File: config.mk
export PLATFORM = sky130hd
export DESIGN_NAME = vdp_reg_write_arbiter
export DESIGN_NICKNAME = d
export VERILOG_FILES = /design/src/rtl/vdp_reg_arb_pkg.sv /design/src/rtl/vdp_reg_write_fifo.sv /design/src/rtl/vdp_reg_write_arbiter.sv
export SDC_FILE = /design/constraint.sdc
export NUM_CORES = 1
export LEC_CHECK = 0
export ABC_AREA = 1
export CORE_ASPECT_RATIO = 1.5
export CORE_UTILIZATION = 50
export CTS_CLUSTER_SIZE = 16
export DETAILED_ROUTE_END_ITERATION = 8
export GPL_TIMING_DRIVEN = 0
export PLACE_DENSITY = 0.81
export SETUP_SLACK_MARGIN = 0.4
export SLEW_MARGIN = 40
export SYNTH_ARGS = -nofsm -noshare
export SYNTH_HDL_FRONTEND = slang
export SYNTH_HIERARCHICAL = 1
export SYNTH_SLANG_ARGS = --single-unit
export TNS_END_PERCENT = 30
File: constraint.sdc
create_clock -name clk -period 2.51 [get_ports clk]
set_input_delay 0.251 -clock clk [delete_from_list [all_inputs] [get_ports clk]]
set_output_delay 0.251 -clock clk [all_outputs]
set_load 0.05 [all_outputs]
File: src/rtl/vdp_reg_arb_pkg.sv
// Shared types for the VDP register-write arbiter: widths, requester id and write entry.
`timescale 1ns/1ps
package vdp_reg_arb_pkg;

  localparam int REG_ADDR_W = 6;
  localparam int REG_DATA_W = 16;
  localparam int WAIT_W     = 4;

  typedef enum logic {
    REQ_HOST   = 1'b0,
    REQ_COPPER = 1'b1
  } req_t;

  typedef struct packed {
    logic [REG_ADDR_W-1:0] address;
    logic [REG_DATA_W-1:0] data;
  } write_entry_t;

  // Starvation counter step: saturates at the configured ceiling.
  function automatic logic [WAIT_W-1:0] wait_step(input logic [WAIT_W-1:0] cur,
                                                  input logic [WAIT_W-1:0] ceiling);
    if (cur < ceiling) begin
      return cur + 1'b1;
    end
    return cur;
  endfunction

endpackage

File: src/rtl/vdp_reg_write_fifo.sv
// Host write buffer: power-of-two depth, extra pointer MSB distinguishes full from empty.
`timescale 1ns/1ps
module vdp_reg_write_fifo
  import vdp_reg_arb_pkg::*;
#(
  parameter int DEPTH = 2
) (
  input  logic         clk,
  input  logic         reset,
  input  logic         push,
  input  write_entry_t push_entry,
  input  logic         pop,
  output write_entry_t head,
  output logic         full,
  output logic         empty
);

  localparam int AW = $clog2(DEPTH);
  localparam logic [AW:0] PTR_MSB = {1'b1, {AW{1'b0}}};

  write_entry_t mem [DEPTH];
  logic [AW:0]  wr_ptr_reg;
  logic [AW:0]  rd_ptr_reg;
  logic         push_ok;
  logic         pop_ok;

  assign empty   = (wr_ptr_reg == rd_ptr_reg);
  assign full    = ((wr_ptr_reg ^ rd_ptr_reg) == PTR_MSB);
  // A full FIFO refuses a push even when a pop happens on the same edge.
  assign push_ok = push && !full;
  assign pop_ok  = pop && !empty;
  assign head    = mem[rd_ptr_reg[AW-1:0]];

  always_ff @(posedge clk) begin
    if (push_ok) begin
      mem[wr_ptr_reg[AW-1:0]] <= push_entry;
    end
  end

  always_ff @(posedge clk) begin
    if (reset) begin
      wr_ptr_reg <= '0;
      rd_ptr_reg <= '0;
    end else begin
      if (push_ok) begin
        wr_ptr_reg <= wr_ptr_reg + 1'b1;
      end
      if (pop_ok) begin
        rd_ptr_reg <= rd_ptr_reg + 1'b1;
      end
    end
  end

endmodule

File: src/rtl/vdp_reg_write_arbiter.sv
// Arbitrates the VDP register-file write port between host (FIFO) and copper (holding register).
// Optional macro VDP_REG_ARB_STALL_COUNT_EN builds the copper stall counter.
`timescale 1ns/1ps
module vdp_reg_write_arbiter
  import vdp_reg_arb_pkg::*;
#(
  parameter int HOST_FIFO_DEPTH = 2,
  parameter int HOST_MAX_WAIT   = 4
) (
  input  logic                  clk,
  input  logic                  reset,
  input  logic [REG_ADDR_W-1:0] host_write_address,
  input  logic [REG_DATA_W-1:0] host_write_data,
  input  logic                  host_write_en,
  output logic                  host_ready,
  input  logic [REG_ADDR_W-1:0] copper_write_address,
  input  logic [REG_DATA_W-1:0] copper_write_data,
  input  logic                  copper_write_en,
  output logic                  copper_ready,
  output logic [REG_ADDR_W-1:0] reg_write_address,
  output logic [REG_DATA_W-1:0] reg_write_data,
  output logic                  reg_write_en,
  input  logic                  reg_write_ready,
  output logic                  reg_write_source,
  output logic [15:0]           copper_stall_count
);

  localparam logic [WAIT_W-1:0] MAX_WAIT = WAIT_W'(HOST_MAX_WAIT);

  write_entry_t      host_entry;
  write_entry_t      fifo_head;
  write_entry_t      hold_entry_reg;
  write_entry_t      out_entry_reg;
  write_entry_t      grant_entry;
  req_t              source_reg;
  req_t              grant_source;
  logic              hold_valid_reg;
  logic              out_valid_reg;
  logic [WAIT_W-1:0] host_wait_reg;
  logic [WAIT_W-1:0] host_wait_next;
  logic              fifo_full;
  logic              fifo_empty;
  logic              host_push;
  logic              host_pop;
  logic              copper_accept;
  logic              host_pending;
  logic              copper_pending;
  logic              out_free;
  logic              out_load;
  logic              grant_host;

  // Request stage.
  assign host_ready    = !fifo_full;
  assign copper_ready  = !hold_valid_reg;
  assign host_push     = host_write_en && host_ready;
  assign copper_accept = copper_write_en && copper_ready;
  assign host_entry    = '{address: host_write_address, data: host_write_data};

  vdp_reg_write_fifo #(
    .DEPTH (HOST_FIFO_DEPTH)
  ) u_host_fifo (
    .clk        (clk),
    .reset      (reset),
    .push       (host_push),
    .push_entry (host_entry),
    .pop        (host_pop),
    .head       (fifo_head),
    .full       (fifo_full),
    .empty      (fifo_empty)
  );

  // Grant: copper wins unless the host has waited out its allowance.
  assign host_pending   = !fifo_empty;
  assign copper_pending = hold_valid_reg;
  assign out_free       = !out_valid_reg || reg_write_ready;
  assign out_load       = out_free && (host_pending || copper_pending);
  assign grant_host     = host_pending && (!copper_pending || (host_wait_reg == MAX_WAIT));
  assign host_pop       = out_load && grant_host;

  always_comb begin
    grant_entry  = hold_entry_reg;
    grant_source = REQ_COPPER;
    if (grant_host) begin
      grant_entry  = fifo_head;
      grant_source = REQ_HOST;
    end
  end

  always_comb begin
    host_wait_next = host_wait_reg;
    if (fifo_empty || host_pop) begin
      host_wait_next = '0;
    end else if (out_load) begin
      host_wait_next = wait_step(host_wait_reg, MAX_WAIT);
    end
  end

  // The holding register is never freed and reloaded on one edge: accept needs it empty,
  // a copper grant needs it full.
  always_ff @(posedge clk) begin
    if (reset) begin
      hold_valid_reg <= 1'b0;
      hold_entry_reg <= '0;
    end else if (copper_accept) begin
      hold_valid_reg <= 1'b1;
      hold_entry_reg <= '{address: copper_write_address, data: copper_write_data};
    end else if (out_load && !grant_host) begin
      hold_valid_reg <= 1'b0;
    end
  end

  always_ff @(posedge clk) begin
    if (reset) begin
      out_valid_reg <= 1'b0;
      out_entry_reg <= '0;
      source_reg    <= REQ_HOST;
      host_wait_reg <= '0;
    end else begin
      host_wait_reg <= host_wait_next;
      if (out_load) begin
        out_valid_reg <= 1'b1;
        out_entry_reg <= grant_entry;
        source_reg    <= grant_source;
      end else if (reg_write_ready) begin
        out_valid_reg <= 1'b0;
      end
    end
  end

  assign reg_write_en      = out_valid_reg;
  assign reg_write_address = out_entry_reg.address;
  assign reg_write_data    = out_entry_reg.data;
  assign reg_write_source  = source_reg;

`ifdef VDP_REG_ARB_STALL_COUNT_EN
  logic [15:0] stall_count_reg;

  always_ff @(posedge clk) begin
    if (reset) begin
      stall_count_reg <= '0;
    end else if (copper_write_en && !copper_ready && (stall_count_reg != 16'hFFFF)) begin
      stall_count_reg <= stall_count_reg + 16'd1;
    end
  end

  assign copper_stall_count = stall_count_reg;
`else
  assign copper_stall_count = 16'h0000;
`endif

endmodule

==> flow_metrics.py, run 1 <==
metrics = {
    "clock_tree": {
        "cts_max_path_buffers": 2,
        "cts_root_buf": "clkbuf_16",
        "path_clk_slew_ns": 0.07,
        "cts_hold_buf": 0,
        "htreeDepth": 3,
        "worstSkewPairLatency_ns": 0.34,
        "clock_sink_count": 100,
        "cts_tree": "built",
        "cts_made_buffers": 9,
    },
    "timing": {
        "fin_skew_ns": 0.005769,
        "rsz0062_at_grt": "yes",
        "tns_ns": 0,
        "finalSetupViolations": 0,
        "finalHoldViolations": 0,
        "worst_slew_margin_rel_pct": 65.82,
        "min_period_ns": 2.118,
        "tightest_slew_ns": 0.5116,
        "max_freq_mhz": 472.1,
        "fin_crit_sh_pct": 84.38,
        "timing_max_transition_violations_final": 0,
    },
    "routing": {
        "drt_iter0_markers": 190,
        "drtAntennaViolNets": 0,
        "drc": 0,
        "routed_wl_mm": 9.272,
        "vias": 3302,
        "dr.pass1.iters": 4,
        "vias_per_cell": 5.018,
        "wl_per_cell_um": 14.09,
    },
    "final_layout": {
        "fillers": 650,
        "final_nets": 597,
        "final_util_pct": 67.01,
        "final_common_cell": "clkdlybuf4s50_1",
        "finalNonFillerCells": 658,
        "regArea_um2": 2444,
        "largest_reg_flops": 44,
        "final_cell_mix": "73 x clkdlybuf4s50_1, 68 x nand2_1, 55 x dfxtp_1, 53 x nor2_1, 44 x edfxtp_1",
        "areaGrowthSynthToFinish_pct": 30.31,
        "antennaDiodeCount": 0,
        "drive_above_1_share_pct": 18.69,
        "multi_input_area_um2": 1498,
    },
    "synthesis": {
        "yosys_warnings": 6,
        "ys_ff_latch": 100,
        "ys_seq_area_share_pct": 56.45,
        "synth_area_leader_cell": "edfxtp_1",
        "netlist_top_cells_area": "edfxtp_1 31%, dfxtp_1 26%, nand2_1 5.9%",
        "synth_top_cell_area_share_pct": 30.54,
        "synth.distinct_cells": 27,
        "syn-instance-count": 443,
        "syn_avg_cell_area_um2": 9.767,
        "synth_area_um2": 4327,
    },
    "setup_path": {
        "cp.depth": 10,
        "reg2reg_slack_ns": 0.39,
        "path_class": "reg2reg",
        "path_cells": "inv_1, nand2_1, nand2_2, nand2_2, inv_1, nor2_1, nand2_1, inv_1, nand2_2, clkinvlp_4",
        "worstReg2RegStart": "u_host_fifo/wr_ptr_reg[0]",
        "startpoint_type": "flip-flop",
        "critPathRequiredTime_ns": 2.50,
        "max_stage_delay_ns": 0.44,
        "cpMaxStageDelayCell": "dfxtp_2",
        "cp.arrival_ns": 2.11,
        "end_kind": "flip-flop",
        "critPathBufInv": 4,
        "cp_max_fo": 22,
        "cpLargestDelayFamily": "simple AND/OR/NAND/NOR gates",
        "rr_worst_depth": 10,
        "r2r_end": "u_host_fifo/mem[1][17]",
    },
    "floorplanning": {
        "coreArea_um2": 8413,
        "initial_utilization_pct": 51.43,
        "num_rows": 41,
        "die_w_um": 77.96,
        "die_h_um": 115.9,
        "dieArea_um2": 9037,
        "ioPinCount": 91,
    },
    "power": {
        "cellPowerDensity_nw_per_um2": 885.4,
        "p_seq_share_pct": 40.4,
        "peakVddDrop_mv": 0.6815,
        "power.leakage_nw": 2.403,
        "p_sw_mw": 1.637,
        "power_frac_clock_pct": 28.5,
        "p_int_mw": 3.355,
        "pwr-share-comb_pct": 31.2,
        "switching_share_pct": 32.79,
    },
    "grt": {
        "grt_start_max_net_pins": 23,
        "overflow": 0,
        "grt_pass1_vias": 3268,
        "antenna_found_initial": 0,
        "grt_pass1_wl_mm": 14.58,
        "track_usage_pct": 21.61,
    },
    "flow_run": {
        "maxCapViolCount": 0,
    },
    "worst_hold_path": {
        "min_path_type": "reg2reg",
        "hold_depth": 2,
        "hold_start": "host_wait_reg[3]",
        "worstHoldEndpoint": "host_wait_reg[3]",
    },
    "placed_design": {
        "dpl.hpwl_mm": 6.680,
        "globalplace.congestion": 0.8407,
        "dp.cells": 639,
        "numPortBuffers": 74,
    },
    "status": {
        "status": "finished clean",
    },
}
==> what timing repair did <==
action	in CTS	in global routing
cloned	0	1
gates resized for setup	1	3
pin swaps	0	2
setup endpoints to repair	45	45
buffers inserted	0	2
==> layout make-up <==
class / instances / area share (%)
sequential: 100 / 43.34
buffer: 38 / 4.971
clock buffer: 12 / 4.749
clock inverter: 4 / 0.8211
timing repair buffer: 76 / 13.89
inverter: 45 / 3.285
tap: 107 / 2.375
multi-input combinational: 276 / 26.56
==> kinds of logic (layout without fill, tap and decap cells) <==
logic type	after synthesis	in the layout	synth area share (%)
simple gates	203	204	22.70
flops	100	100	56.45
other cells	1	16	0.08667
buf+inv	83	175	10.67
mux	22	22	5.726
fa+ha+maj	2	2	0.5783
compound gates	32	32	3.788
==> synth_stat cells, drive strengths merged <==
master / n
nand2: 78
dfxtp: 56
nor2: 54
nand3: 49
edfxtp: 44
inv: 43
buf: 35
mux2: 22
nand4: 22
o21ai: 22
a21oi: 10
clkbuf: 3
clkinv: 2
ha: 2
conb: 1
==> per-stage QoR <==
step	hold slack [ns]	instance area, µm²	setup slack, ns	total power, mW
finish	0.4602	5638	0.3919	4.992
global route	0.4818	5638	0.2198	5.219
CTS	0.4573	5583	0.1874	4.975
detailed placement	0.4477	5265	0.1572	3.562
global placement	0.4381	5260	0.2767	3.514
floorplan	0.3134	4385	0.5876	3.124
==> worst min-delay path, cell delays in order, from the launching register on <==
cell     delay [ns]
dfxtp_1        0.31
inv_1          0.07
nor2_1         0.04
==> routing by layer <==
metal | vias to the layer above | global-route usage, % | part of all wire [%]
met3 | 29 | 3.937 | 5.0
li1 | 1651 | - | -
met4 | 0 | 13.95 | 4.2
met5 | - | 0 | 0
met2 | 112 | 39.59 | 53
met1 | 1510 | 22.67 | 38
==> power groups by stage <==
| stage | registers, mW | logic [mW] | clock network (mW) |
|---|---|---|---|
| detailed placement | 2.05 | 1.52 | 0 |
| global route | 2.03 | 1.68 | 1.51 |
| floorplan | 2.29 | 0.830 | 0 |
| CTS | 2.01 | 1.53 | 1.43 |
| global placement | 2.04 | 1.48 | 0 |
| finish | 2.01 | 1.56 | 1.42 |
==> how the worst max path moves through the flow <==
stage | to | slack (ns) | from
floorplan | u_host_fifo/mem[0][0] | 0.59 | u_host_fifo/wr_ptr_reg[0]
global route | u_host_fifo/mem[1][15] | 0.22 | u_host_fifo/wr_ptr_reg[0]
detailed placement | u_host_fifo/mem[1][11] | 0.16 | u_host_fifo/wr_ptr_reg[0]
CTS | host_ready | 0.19 | u_host_fifo/wr_ptr_reg[0]
finish | u_host_fifo/mem[1][17] | 0.39 | u_host_fifo/wr_ptr_reg[0]
global placement | u_host_fifo/mem[0][6] | 0.28 | u_host_fifo/wr_ptr_reg[0]
Power figures use the tool's default switching activity.
==> run 2, diff against run 1 <==
- clock period: 2.51 -> 2.1 ns (I/O delays scaled with it)
==> run 2 against run 1 <==
Net effect: cell area up 1.0%; final cell count up 1.4%; die area unchanged; critical path type is now reg2out.
==> flow_metrics.py, run 2 (synthesis gave the netlist of run 1 again) <==
metrics = {
    "status": {
        "status": "finished clean",
    },
    "setup_path": {
        "max_stage_delay_ns": 0.82,
        "critPathRequiredTime_ns": 1.89,
        "path_cells": "clkdlybuf4s50_1",
        "reg2reg_slack_ns": 0.43,
        "end_kind": "primary output",
        "worstReg2RegStart": "u_host_fifo/rd_ptr_reg[1]",
        "cp_max_fo": 2,
        "cpMaxStageDelayCell": "clkdlybuf4s50_1",
        "path_class": "reg2out",
        "cp.arrival_ns": 1.52,
        "r2r_end": "u_host_fifo/mem[1][9]",
        "rr_worst_depth": 10,
        "cpLargestDelayFamily": "buffers and inverters",
        "critPathBufInv": 1,
        "startpoint_type": "flip-flop",
    },
    "timing": {
        "max_freq_mhz": 576.7,
        "finalSetupViolations": 0,
        "rsz0062_at_grt": "yes",
        "fin_crit_sh_pct": 82.58,
        "timing_max_transition_violations_final": 0,
        "min_period_ns": 1.734,
        "fin_ws_ns": 0.3659,
        "tns_ns": 0,
        "worst_slew_margin_rel_pct": 65.90,
        "finalHoldViolations": 0,
        "fin_skew_ns": 0.004623,
        "tightest_slew_ns": 0.5100,
    },
    "clock_tree": {
        "htreeDepth": 3,
        "cts_tree": "built",
        "worstSkewPairLatency_ns": 0.34,
        "path_clk_slew_ns": 0.06,
        "cts_max_path_buffers": 2,
        "cts_made_buffers": 9,
        "cts_root_buf": "clkbuf_16",
        "clock_sink_count": 100,
        "cts_hold_buf": 0,
    },
    "placed_design": {
        "dpl.hpwl_mm": 6.665,
        "globalplace.congestion": 0.8093,
        "numPortBuffers": 74,
        "placed_area_um2": 5273,
        "dpl_worst_slack_ns": 0.1473,
    },
    "grt": {
        "grt_start_max_net_pins": 16,
        "track_usage_pct": 21.47,
        "grt_pass1_vias": 3167,
        "grt_pass1_wl_mm": 14.48,
        "overflow": 0,
        "antenna_found_initial": 0,
    },
    "routing": {
        "vias_per_cell": 4.940,
        "drtAntennaViolNets": 0,
        "routed_wl_mm": 9.509,
        "drc": 0,
        "drt_iter0_markers": 158,
        "wl_per_cell_um": 14.26,
        "vias": 3295,
        "dr.pass1.iters": 4,
    },
    "power": {
        "power.leakage_nw": 2.434,
        "peakVddDrop_mv": 0.9878,
        "pwr-share-comb_pct": 32.4,
        "p_seq_share_pct": 40.8,
        "cellPowerDensity_nw_per_um2": 1034,
        "switching_share_pct": 33.27,
        "power_frac_clock_pct": 26.8,
        "p_int_mw": 3.929,
        "p_sw_mw": 1.959,
    },
    "final_layout": {
        "final_cell_mix": "71 x clkdlybuf4s50_1, 67 x nand2_1, 52 x nor2_1, 52 x dfxtp_1, 44 x edfxtp_1",
        "design_area_um2": 5695,
        "drive_above_1_share_pct": 20.71,
        "fillers": 653,
        "final_util_pct": 67.70,
        "final_common_cell": "clkdlybuf4s50_1",
        "areaGrowthSynthToFinish_pct": 31.64,
        "antennaDiodeCount": 0,
        "final_nets": 606,
        "largest_reg_flops": 44,
    },
    "worst_hold_path": {
        "hold_start": "host_write_address[1]",
        "min_path_type": "in2reg",
        "worstHoldEndpoint": "u_host_fifo/mem[1][17]",
        "hold_depth": 1,
    },
    "floorplanning": {
        "num_rows": 41,
        "ioPinCount": 91,
        "dieArea_um2": 9037,
        "coreArea_um2": 8413,
        "die_h_um": 115.9,
        "die_w_um": 77.96,
        "initial_utilization_pct": 51.43,
    },
    "flow_run": {
        "maxCapViolCount": 0,
    },
}
## run 2: changes by cell type in the layout (fill, tap and decap cells not counted), sizes merged
cell           previous run  this run
dlygate4sd2               0         1
clkdlybuf4s50            73        71
clkinv                    3         4
buf                      37        44
inv                      43        42
clkbuf                   15        16
clkinvlp                  2         4
## run 2: what timing repair did
item	CTS	global route
resized for setup	7	15
cloned	2	2
pin swaps	2	1
endpoints found under the setup margin	62	94
setup buffers	3	5
## run 2: per-stage QoR
stage	total power, mW	hold slack, ns	instances
3_5_place_dp	4.262	0.4443	639
4_1_cts	5.864	0.4378	660
3_3_place_gp	4.206	0.4391	639
2_1_floorplan	3.739	0.2724	458
5_1_grt	6.143	0.4527	667
6_report	5.887	0.4497	667
## run 2: worst max path at each step
stage | from | to | slack (ns) | cells past startpoint
after CTS | u_host_fifo/wr_ptr_reg[0] | u_host_fifo/mem[1][5] | 0.31 | 10
after floorplan | u_host_fifo/wr_ptr_reg[0] | u_host_fifo/mem[0][0] | 0.42 | 8
after global routing | reg_write_en | reg_write_en | 0.33 | 1
after global placement | u_host_fifo/wr_ptr_reg[0] | u_host_fifo/mem[0][11] | 0.21 | 8
after detailed placement | u_host_fifo/wr_ptr_reg[1] | u_host_fifo/mem[0][7] | 0.15 | 8
final | reg_write_en | reg_write_en | 0.37 | 1
## run 2: power by group through the flow
stage               sequential [mW]  combinational (mW)  clock [mW]
global placement               2.43                1.77           0
CTS                            2.41                1.87        1.59
global route                   2.42                2.06        1.66
detailed placement             2.45                1.82           0
finish                         2.40                1.91        1.58
floorplan                      2.74               0.997           0
## run 2: routing by layer
| metal | routed length (µm) | GRT usage (%) | vias to the layer above | share of wire (%) |
|---|---|---|---|---|
| met5 | 0 | 0 | - | 0 |
| met4 | 255 | 11.73 | 0 | 2.7 |
| met3 | 416 | 3.622 | 19 | 4.4 |
| met2 | 5246 | 40.35 | 111 | 55 |
| met1 | 3591 | 22.72 | 1500 | 38 |
| li1 | - | - | 1665 | - |
## run 2: area by class of cell
class                      instances  area, µm²  share of cell area [%]
buffer                            38      280.3                   4.921
multi-input combinational        276       1518                   26.65
tap                              107      133.9                   2.351
inverter                          45      185.2                   3.251
sequential                       100       2455                   43.10
timing repair inverter             3      22.52                  0.3954
clock inverter                     3      38.79                  0.6810
clock buffer                      13      240.2                   4.218
timing repair buffer              82      822.0                   14.43
